File: config.mk
export PLATFORM = sky130hd
export DESIGN_NAME = map
export DESIGN_NICKNAME = d
export VERILOG_FILES = /design/src/rtl/map.sv
export SDC_FILE = /design/constraint.sdc
export NUM_CORES = 1
export LEC_CHECK = 0
export BUFFER_PORTS_ARGS = -buffer_cell sky130_fd_sc_hd__buf_4
export CORE_AREA = 2 2 42 44
export DETAILED_ROUTE_END_ITERATION = 6
export DIE_AREA = 0 0 44 46
export PLACE_DENSITY = 0.64
export SLEW_MARGIN = 15
export SYNTH_ARGS = -nofsm -noshare
export SYNTH_HDL_FRONTEND = slang
export SYNTH_SLANG_ARGS = --single-unit
File: constraint.sdc
create_clock -name clk -period 0.8 [get_ports clk]
set_input_delay 0.12 -clock clk [delete_from_list [all_inputs] [get_ports clk]]
set_output_delay 0.12 -clock clk [all_outputs]
set_load 0.005 [all_outputs]
File: src/rtl/map.sv
// Static Donkey Kong playfield: flags raster pixels that fall on a girder or ladder tile.
// Output is registered with one cycle of latency behind hcount/vcount/bounds_draw.
module map #(
  parameter int H_ACTIVE = 640,
  parameter int V_ACTIVE = 480
) (
  input  logic       clk,
  input  logic       reset,
  input  logic [9:0] hcount,
  input  logic [9:0] vcount,
  input  logic       bounds_draw,
  output logic       tile_draw
);

  typedef logic [9:0] coord_t;

  localparam int     N_PLAT = 7;
  localparam int     N_LAD  = 6;
  localparam coord_t H_LIM  = 10'(H_ACTIVE);
  localparam coord_t V_LIM  = 10'(V_ACTIVE);

  localparam coord_t PLAT_Y  [N_PLAT] = '{10'd448, 10'd384, 10'd320, 10'd256, 10'd192, 10'd128, 10'd80};
  localparam coord_t PLAT_X0 [N_PLAT] = '{10'd16,  10'd16,  10'd64,  10'd16,  10'd64,  10'd16,  10'd200};
  localparam coord_t PLAT_X1 [N_PLAT] = '{10'd623, 10'd575, 10'd623, 10'd575, 10'd623, 10'd575, 10'd439};

  localparam coord_t LAD_X  [N_LAD] = '{10'd560, 10'd96,  10'd520, 10'd104, 10'd560, 10'd304};
  localparam coord_t LAD_Y0 [N_LAD] = '{10'd392, 10'd328, 10'd264, 10'd200, 10'd136, 10'd88};
  localparam coord_t LAD_Y1 [N_LAD] = '{10'd447, 10'd383, 10'd319, 10'd255, 10'd191, 10'd127};

  // Bit c of a row word is tile column c (bit 0 = leftmost pixel).
  function automatic logic [7:0] girder_row(input logic [2:0] r);
    case (r)
      3'd1, 3'd2, 3'd6: girder_row = 8'hFF;
      3'd3:             girder_row = 8'h99;
      3'd4:             girder_row = 8'h0E;
      3'd5:             girder_row = 8'h70;
      default:          girder_row = 8'h00;
    endcase
  endfunction

  function automatic logic [7:0] ladder_row(input logic [2:0] r);
    if (r == 3'd0 || r == 3'd4) ladder_row = 8'hFF;
    else                        ladder_row = 8'h81;
  endfunction

  logic [2:0] col;
  logic [2:0] row;
  logic [7:0] girder_bits;
  logic [7:0] ladder_bits;
  logic       visible;
  logic       in_plat;
  logic       in_lad;
  logic       girder_hit;
  logic       ladder_hit;
  logic       draw_next;

  assign col         = hcount[2:0];
  assign row         = vcount[2:0];
  assign girder_bits = girder_row(row);
  assign ladder_bits = ladder_row(row);
  assign visible     = (hcount < H_LIM) && (vcount < V_LIM);

  always_comb begin
    in_plat = 1'b0;
    for (int i = 0; i < N_PLAT; i++) begin
      if (vcount >= PLAT_Y[i] && vcount <= PLAT_Y[i] + 10'd7 &&
          hcount >= PLAT_X0[i] && hcount <= PLAT_X1[i])
        in_plat = 1'b1;
    end
  end

  always_comb begin
    in_lad = 1'b0;
    for (int i = 0; i < N_LAD; i++) begin
      if (hcount >= LAD_X[i] && hcount <= LAD_X[i] + 10'd7 &&
          vcount >= LAD_Y0[i] && vcount <= LAD_Y1[i])
        in_lad = 1'b1;
    end
  end

  assign girder_hit = in_plat & girder_bits[col];
  assign ladder_hit = in_lad & ladder_bits[col];
  assign draw_next  = bounds_draw & visible & (girder_hit | ladder_hit);

  always_ff @(posedge clk or negedge reset) begin
    if (!reset) tile_draw <= 1'b0;
    else        tile_draw <= draw_next;
  end

endmodule

==> results of run 1 <==
==> what timing repair did <==
| action | 4_1_cts | 5_1_grt |
|---|---|---|
| hold buffers | 1 | 0 |
| setup endpoints to repair | 1 | 1 |
| setup buffers | 0 | 0 |
| hold endpoints to repair | 1 | 0 |
| gates resized for setup | 8 | 4 |
| pin swaps | 6 | 1 |
==> power by group through the flow <==
| stage | combinational (W) | clock, W | sequential [W] |
|---|---|---|---|
| 2_1_floorplan | 0.0000997 | 0 | 0.0000517 |
| 3_3_place_gp | 0.000311 | 0 | 0.0000517 |
| 3_5_place_dp | 0.000313 | 0 | 0.0000517 |
| 4_1_cts | 0.000335 | 0 | 0.0000517 |
| 5_1_grt | 0.000370 | 0 | 0.0000517 |
| 6_report | 0.000341 | 0 | 0.0000517 |
==> logic make-up after synthesis <==
group / synth area share [%]
multiplexers: 2.439
buffers and inverters: 5.792
AO/OA/AOI/OAI: 35.06
flip-flops: 6.097
AND/OR/NAND/NOR: 50.61
==> synth_stat cells (all sizes together) <==
master	count	area [um^2]
a21oi	3	15.01
nand3	2	10.01
dfrtp	1	25.02
o31ai	1	12.51
o311ai	2	17.52
nand4b	1	8.760
nor2b	2	12.51
buf	2	16.26
inv	2	7.510
o221ai	1	8.760
and3b	1	8.760
or3	1	11.26
o21a	2	15.01
nand2	7	26.28
a2111oi	2	23.77
a31oi	1	6.260
nor4	4	25.02
mux2i	1	10.01
a211oi	1	7.510
nor3b	1	7.510
o32ai	1	8.760
and4b	1	10.01
nand4	2	12.51
nor2	6	22.52
nand3b	4	30.03
or2	1	6.260
a221oi	1	8.760
o21ai	4	20.02
nor3	1	5.000
or4	1	11.26
==> worst max-delay path by stage <==
| stage | cells past startpoint | end | start | slack, ns |
|---|---|---|---|---|
| global placement | 6 | tile_draw | hcount[6] | -0.62 |
| detailed placement | 6 | tile_draw | hcount[6] | -0.63 |
| floorplan | 5 | tile_draw | hcount[4] | -0.48 |
| global route | 7 | tile_draw | hcount[9] | -0.64 |
| finish | 5 | tile_draw | vcount[7] | -0.59 |
| CTS | 6 | tile_draw | hcount[8] | -0.59 |
==> metal layers <==
layer  up-vias  global-route usage [%]  wire length, um
li1        336                       -                -
met1       283                   17.29              607
met2        16                   29.12              772
met3         0                  0.3968               78
met4         0                       0                0
met5         -                       0                0
==> stage by stage <==
| step | worst slack, ns | instance area (um^2) | instances | TNS, ns | utilization [%] |
|---|---|---|---|---|---|
| floorplan | -0.4816 | 422.9 | 60 | -0.4816 | - |
| global placement | -0.6217 | 765.7 | 120 | -0.6217 | 47.44 |
| detailed placement | -0.6325 | 765.7 | 120 | -0.6325 | 47.44 |
| CTS | -0.5883 | 809.5 | 121 | -0.5883 | 50.16 |
| global route | -0.6394 | 829.5 | 121 | -0.6394 | 51.40 |
| finish | -0.5928 | 829.5 | 121 | -0.5928 | 51.40 |
==> cell usage in the layout, fill, tap and decap left out, types with 2 or more instances in the layout <==
master / instances
a21oi_1: 3
buf_4: 40
buf_6: 5
inv_1: 2
nand2_1: 7
nand3_1: 2
nand3b_1: 4
nand4_1: 2
nor2_1: 6
nor2b_1: 2
nor4_1: 3
o21a_1: 2
o21ai_0: 3
==> final cells by class <==
type                       instances  area [um^2]
timing repair buffer              46        366.6
multi-input combinational         55        409.1
fill                             160        784.5
tap                               17        21.27
inverter                           2        7.507
sequential                         1        25.02
==> reports/results.ini, run 1 <==
[placed_design]
port_buffers = 23
hpwl_um = 1234
place_congestion = 0.9361

[power_and_ir_drop]
internal_power_w = 0.0002512
clkPwrFrac_pct = 0
p_leak_nw = 0.3534
p_per_area_nw_per_um2 = 473.9
seqPwrFrac_pct = 13.1
switchingPower_w = 0.0001419
p_sw_share_pct = 36.10
peakVddDrop_v = 0.0001468
finalPower_w = 0.0003931
combinationalPowerShare_pct = 86.9

[die]
die_area_um2 = 2024
die_width_um = 44
core_region_area_um2 = 1614
die_h_um = 46
io_pins = 24
num_rows = 15
start_util_pct = 25.43

[final_layout]
drive_gt1_share_pct = 51.92
nNetsFinal = 129
diodes = 0
syn_to_final_growth_pct = 102.1
reg_top3 = tile_draw (1)
largest_reg_flops = 1
regMostFlops = tile_draw

[critical_path]
slowest_delay_ns = 0.54
cp-start-kind = input pin
critPathBufInv = 1
crit_family = simple AND/OR/NAND/NOR gates
cp-end-kind = flip-flop
required_ns = 0.73
critPathSlowestCell = or4_4
crit_path_cell_trace = buf_4, or4_4, a2111oi_4, o311ai_2, nand2_1
crit_type = in -> reg
critPathMaxFanout = 3
arrival_ns = 1.33

[logic_synthesis]
ys_seq_area_share_pct = 6.098
avgSynthCellArea_um2 = 6.840
synth_seq_cells = 1
netlist_area_um2 = 410.4
yosys_warnings = 0
syn_nets = 83
synthDistinctLibCells = 32
syn_inst = 60

[status]
violations = setup timing
status = finished with violations

[timing]
max_slew.worst_pin.slew_ns = 0.4780
slew_headroom_pct = 67.84
min_period_ns = 1.393
setup_ws_ns = -0.5928
fmax_ghz = 0.7180
hold_viol = 0
timing.hold.ws_ns = 0.4442
slew_violations = 0
rsz0062_at_grt = true
setup_violations = 1
period_share_pct = 174.1

[drt]
routed_wl_um = 1458
postRouteAntennaNets = 0
wl_per_cell_um = 12.05
drt_iter0_drc = 3
vias = 635
drt_pre_antenna_iters = 4
routed_via_density = 5.248
post-route-drc-count = 0

[min_path]
hp-class = in -> async

[global_route]
grt_pass1_wl_um = 2277
grt_pass1_vias = 575
grtUsageTotal_pct = 14.26
grt_overflow = 0
antenna_found_initial = 0
grt_max_degree = 9

[cts]
path_clk_slew_ns = 0

[flow_run]
cap_viol_max_count = 0

No activity file was read; power rests on OpenSTA's default activity.
==> run 2: changes to the inputs <==
--- a/config.mk
+++ b/config.mk
@@ -9,7 +9,7 @@
 export CORE_AREA = 2 2 42 44
 export DETAILED_ROUTE_END_ITERATION = 6
 export DIE_AREA = 0 0 44 46
-export PLACE_DENSITY = 0.64
+export PLACE_DENSITY = 0.62
 export SLEW_MARGIN = 15
 export SYNTH_ARGS = -nofsm -noshare
 export SYNTH_HDL_FRONTEND = slang
==> constraint.sdc (replaced) <==
create_clock -name clk -period 1.65 [get_ports clk]
set_input_delay 0.2475 -clock clk [delete_from_list [all_inputs] [get_ports clk]]
set_output_delay 0.2475 -clock clk [all_outputs]
set_load 0.005 [all_outputs]
==> reports/results.ini, run 2 (same netlist as run 1, synthesis figures left out) <==
[status]
status = complete, no violations

[power_and_ir_drop]
p_leak_nw = 0.2477
peakVddDrop_v = 0.00007580
switchingPower_w = 0.00005825
p_per_area_nw_per_um2 = 231.7
internal_power_w = 0.00008672
p_sw_share_pct = 40.18
combinationalPowerShare_pct = 82.7
finalPower_w = 0.0001450
seqPwrFrac_pct = 17.3
clkPwrFrac_pct = 0

[drt]
routed_wl_um = 1244
routed_via_density = 5.680
vias = 568
drt_iter0_drc = 34
wl_per_cell_um = 12.44
postRouteAntennaNets = 0
drt_pre_antenna_iters = 4
post-route-drc-count = 0

[flow_run]
cap_viol_max_count = 0

[timing]
min_period_ns = 1.554
fmax_ghz = 0.6436
period_share_pct = 94.17
slew_headroom_pct = 73.18
max_slew.worst_pin.slew_ns = 0.4013
setup_ws_ns = 0.09627
setup_tns_ns = 0
setup_violations = 0
hold_viol = 0
timing.hold.ws_ns = 0.02282
slew_violations = 0

[final_layout]
diodes = 0
multi_input_area_um2 = 384.1
seqCellArea_um2 = 25.02
regMostFlops = tile_draw
largest_reg_flops = 1
syn_to_final_growth_pct = 52.44
nNetsFinal = 108
instances_no_fill = 100
final_cell_mix = buf_4 (25), nand2_1 (7), nor2_1 (6)
drive_gt1_share_pct = 38.55
fillers = 173
final_common_cell = buf_4
reg_top3 = tile_draw (1)

[critical_path]
critPathMaxFanout = 8
arrival_ns = 1.48
crit_start = vcount[7]
required_ns = 1.58
cp-start-kind = input pin
crit_type = in -> reg
cp-end-kind = flip-flop

[die]
die_h_um = 46
io_pins = 24
core_region_area_um2 = 1614
start_util_pct = 25.43
die_width_um = 44
die_area_um2 = 2024
num_rows = 15

[min_path]
hp-class = in -> async

[placed_design]
hpwl_um = 984.9
place_congestion = 0.8764
port_buffers = 23
dp_cells = 99
pre_cts_ws_ns = 0.02651

[global_route]
grt_pass1_wl_um = 2001
antenna_found_initial = 0
grtUsageTotal_pct = 12.20
grt_overflow = 0
grt_pass1_vias = 468
grt_max_degree = 10

[cts]
path_clk_slew_ns = 0

[run 2: stage by stage]
stage,cell area (um^2),util (%)
floorplan,410.4,-
global placement,595.6,36.90
detailed placement,595.6,36.90
CTS,595.6,36.90
global route,625.6,38.76
finish,625.6,38.76
[run 2: per-layer routing]
| layer | vias up | wire (um) | global-route usage (%) |
|---|---|---|---|
| met5 | - | 0 | 0 |
| met4 | 0 | 14 | 1.212 |
| met3 | 2 | 119 | 0.7937 |
| met2 | 25 | 600 | 21.47 |
| met1 | 253 | 509 | 16.78 |
| li1 | 288 | - | - |
[run 2: layout make-up]
| cell class | count | share of cell area (%) |
|---|---|---|
| Sequential cell | 1 | 4.000 |
| Timing Repair Buffer | 25 | 30.00 |
| Tap cell | 17 | 3.400 |
| Inverter | 2 | 1.200 |
| Multi-Input combinational cell | 55 | 61.40 |
[run 2: power groups by stage]
stage / clock, W / combinational, W / sequential [W]
CTS: 0 / 0.000112 / 0.0000251
finish: 0 / 0.000120 / 0.0000250
global route: 0 / 0.000132 / 0.0000251
global placement: 0 / 0.000112 / 0.0000251
detailed placement: 0 / 0.000112 / 0.0000250
floorplan: 0 / 0.0000468 / 0.0000251
[run 2: worst paths after layout]
path	to	slack [ns]
worst max-delay path	tile_draw	0.1
worst min-delay path	tile_draw	0.02
max in group asynchronous	tile_draw	1.55
min in group clk	tile_draw	0.59
[run 2: repair_timing]
item	4_1_cts	5_1_grt
setup endpoints to repair	0	1
resized for setup	0	5
hold buffers	0	0
buffers inserted	0	1
[run 2: worst max-delay path, cell delays in order]
cell       delay [ns]
buf_4            0.14
or4_4            0.53
a2111oi_2        0.36
o311ai_1         0.12
nand2_1          0.09
==> run 3: changes to the inputs <==
--- a/config.mk
+++ b/config.mk
@@ -9,6 +9,7 @@
 export CORE_AREA = 2 2 42 44
 export DETAILED_ROUTE_END_ITERATION = 6
 export DIE_AREA = 0 0 44 46
+export GPL_TIMING_DRIVEN = 0
 export PLACE_DENSITY = 0.62
 export SLEW_MARGIN = 15
 export SYNTH_ARGS = -nofsm -noshare
==> reports/results.ini, run 3 (same netlist as run 1, synthesis figures left out) <==
[die]
die_width_um = 44
io_pins = 24
start_util_pct = 25.43
num_rows = 15
die_h_um = 46
core_region_area_um2 = 1614
die_area_um2 = 2024

[flow_run]
cap_viol_max_count = 0

[final_layout]
finish.utilization_pct = 39.46
final_cell_mix = buf_4 (22), nand2_1 (7), nor2_1 (6)
regMostFlops = tile_draw
diodes = 0
reg_top3 = tile_draw (1)
nNetsFinal = 107
final_common_cell = buf_4
largest_reg_flops = 1
syn_to_final_growth_pct = 55.18
drive_gt1_share_pct = 39.02

[global_route]
grt_pass1_vias = 484
grtUsageTotal_pct = 12.53
grt_max_degree = 10
antenna_found_initial = 0
grt_overflow = 0
grt_pass1_wl_um = 2035

[timing]
setup_tns_ns = 0
fmax_ghz = 0.6397
hold_viol = 0
min_period_ns = 1.563
slew_violations = 0
rsz0062_at_grt = false
slew_headroom_pct = 72.00
max_slew.worst_pin.slew_ns = 0.4177
period_share_pct = 94.74
setup_violations = 0

[critical_path]
crit_path_cell_trace = buf_4, or4_4, a2111oi_4, o311ai_1, nand2_1
cp-start-kind = input pin
slowest_delay_ns = 0.55
crit_type = in -> reg
required_ns = 1.58
critPathMaxFanout = 8
cp-end-kind = flip-flop
critPathSlowestCell = or4_4
arrival_ns = 1.49

[drt]
postRouteAntennaNets = 0
drt_pre_antenna_iters = 4
routed_wl_um = 1282
wl_per_cell_um = 12.95
post-route-drc-count = 0
drt_iter0_drc = 13
routed_via_density = 5.939
vias = 588

[min_path]
hp-class = in -> async

[power_and_ir_drop]
clkPwrFrac_pct = 0
seqPwrFrac_pct = 17.0
peakVddDrop_v = 0.00005956
p_per_area_nw_per_um2 = 230.7
p_leak_nw = 0.2438
internal_power_w = 0.00008632
p_sw_share_pct = 41.26
switchingPower_w = 0.00006063
combinationalPowerShare_pct = 83.0

[status]
status = complete, no violations

[placed_design]
place_congestion = 0.9430
port_buffers = 21
hpwl_um = 987.9

[cts]
cts_hold_buf = 0
path_clk_slew_ns = 0

## run 3: worst max-delay path: cells and delay by family
kind                   cells  cell delay (ns)
and+or+nand+nor            2             0.63
AOI/OAI and AO/OA          2             0.48
buffers and inverters      1             0.14
## run 3: power groups by stage
stage	combinational [W]	sequential [W]	clock (W)
global placement	0.000110	0.0000251	0
CTS	0.000111	0.0000251	0
finish	0.000122	0.0000251	0
detailed placement	0.000111	0.0000251	0
global route	0.000133	0.0000251	0
floorplan	0.0000468	0.0000251	0
## run 3: how the worst max path moves through the flow
| stage | from | slack (ns) | to | depth (start not counted) |
|---|---|---|---|---|
| after floorplan | hcount[4] | 0.20 | tile_draw | 5 |
| after CTS | hcount[8] | 0.004 | tile_draw | 6 |
| final | vcount[7] | 0.09 | tile_draw | 5 |
| after global placement | hcount[8] | 0.01 | tile_draw | 6 |
| after detailed placement | hcount[8] | 0.004 | tile_draw | 6 |
| after global routing | hcount[9] | 0.002 | tile_draw | 6 |
## run 3: routing by layer
layer | track usage, % | vias to the layer above | wire [um] | part of all wire, %
li1 | - | 285 | - | -
met1 | 15.85 | 276 | 532 | 41
met3 | 1.190 | 0 | 120 | 9.4
met4 | 1.212 | 0 | 0 | 0
met2 | 23.53 | 27 | 630 | 49
met5 | 0 | - | 0 | 0
## run 3: area by class of cell
| type | instances | area [um^2] |
|---|---|---|
| flip-flops and latches | 1 | 25.02 |
| inverters | 2 | 7.507 |
| fillers | 173 | 977.2 |
| plain buffers | 2 | 16.27 |
| well taps | 17 | 21.27 |
| repair buffers | 22 | 165.2 |
| multi-input cells | 55 | 401.6 |
## run 3: through the flow
step | instance area, um^2 | setup WS [ns] | total power [W] | hold WS [ns] | cells
6_report | 636.9 | 0.08686 | 0.0001469 | 0.02248 | 99
5_1_grt | 636.9 | 0.001575 | 0.0001586 | 0.02416 | 99
4_1_cts | 589.3 | 0.004462 | 0.0001364 | 0.02306 | 98
3_5_place_dp | 589.3 | 0.004468 | 0.0001359 | 0.02292 | 98
3_3_place_gp | 589.3 | 0.01088 | 0.0001350 | 0.02251 | 98
2_1_floorplan | 410.4 | 0.2039 | 0.00007189 | -0.04809 | 60
## run 3: repair_timing
action | 4_1_cts | 5_1_grt
setup endpoints to repair | 0 | 1
gates resized for setup | 0 | 7
buffers inserted | 0 | 1
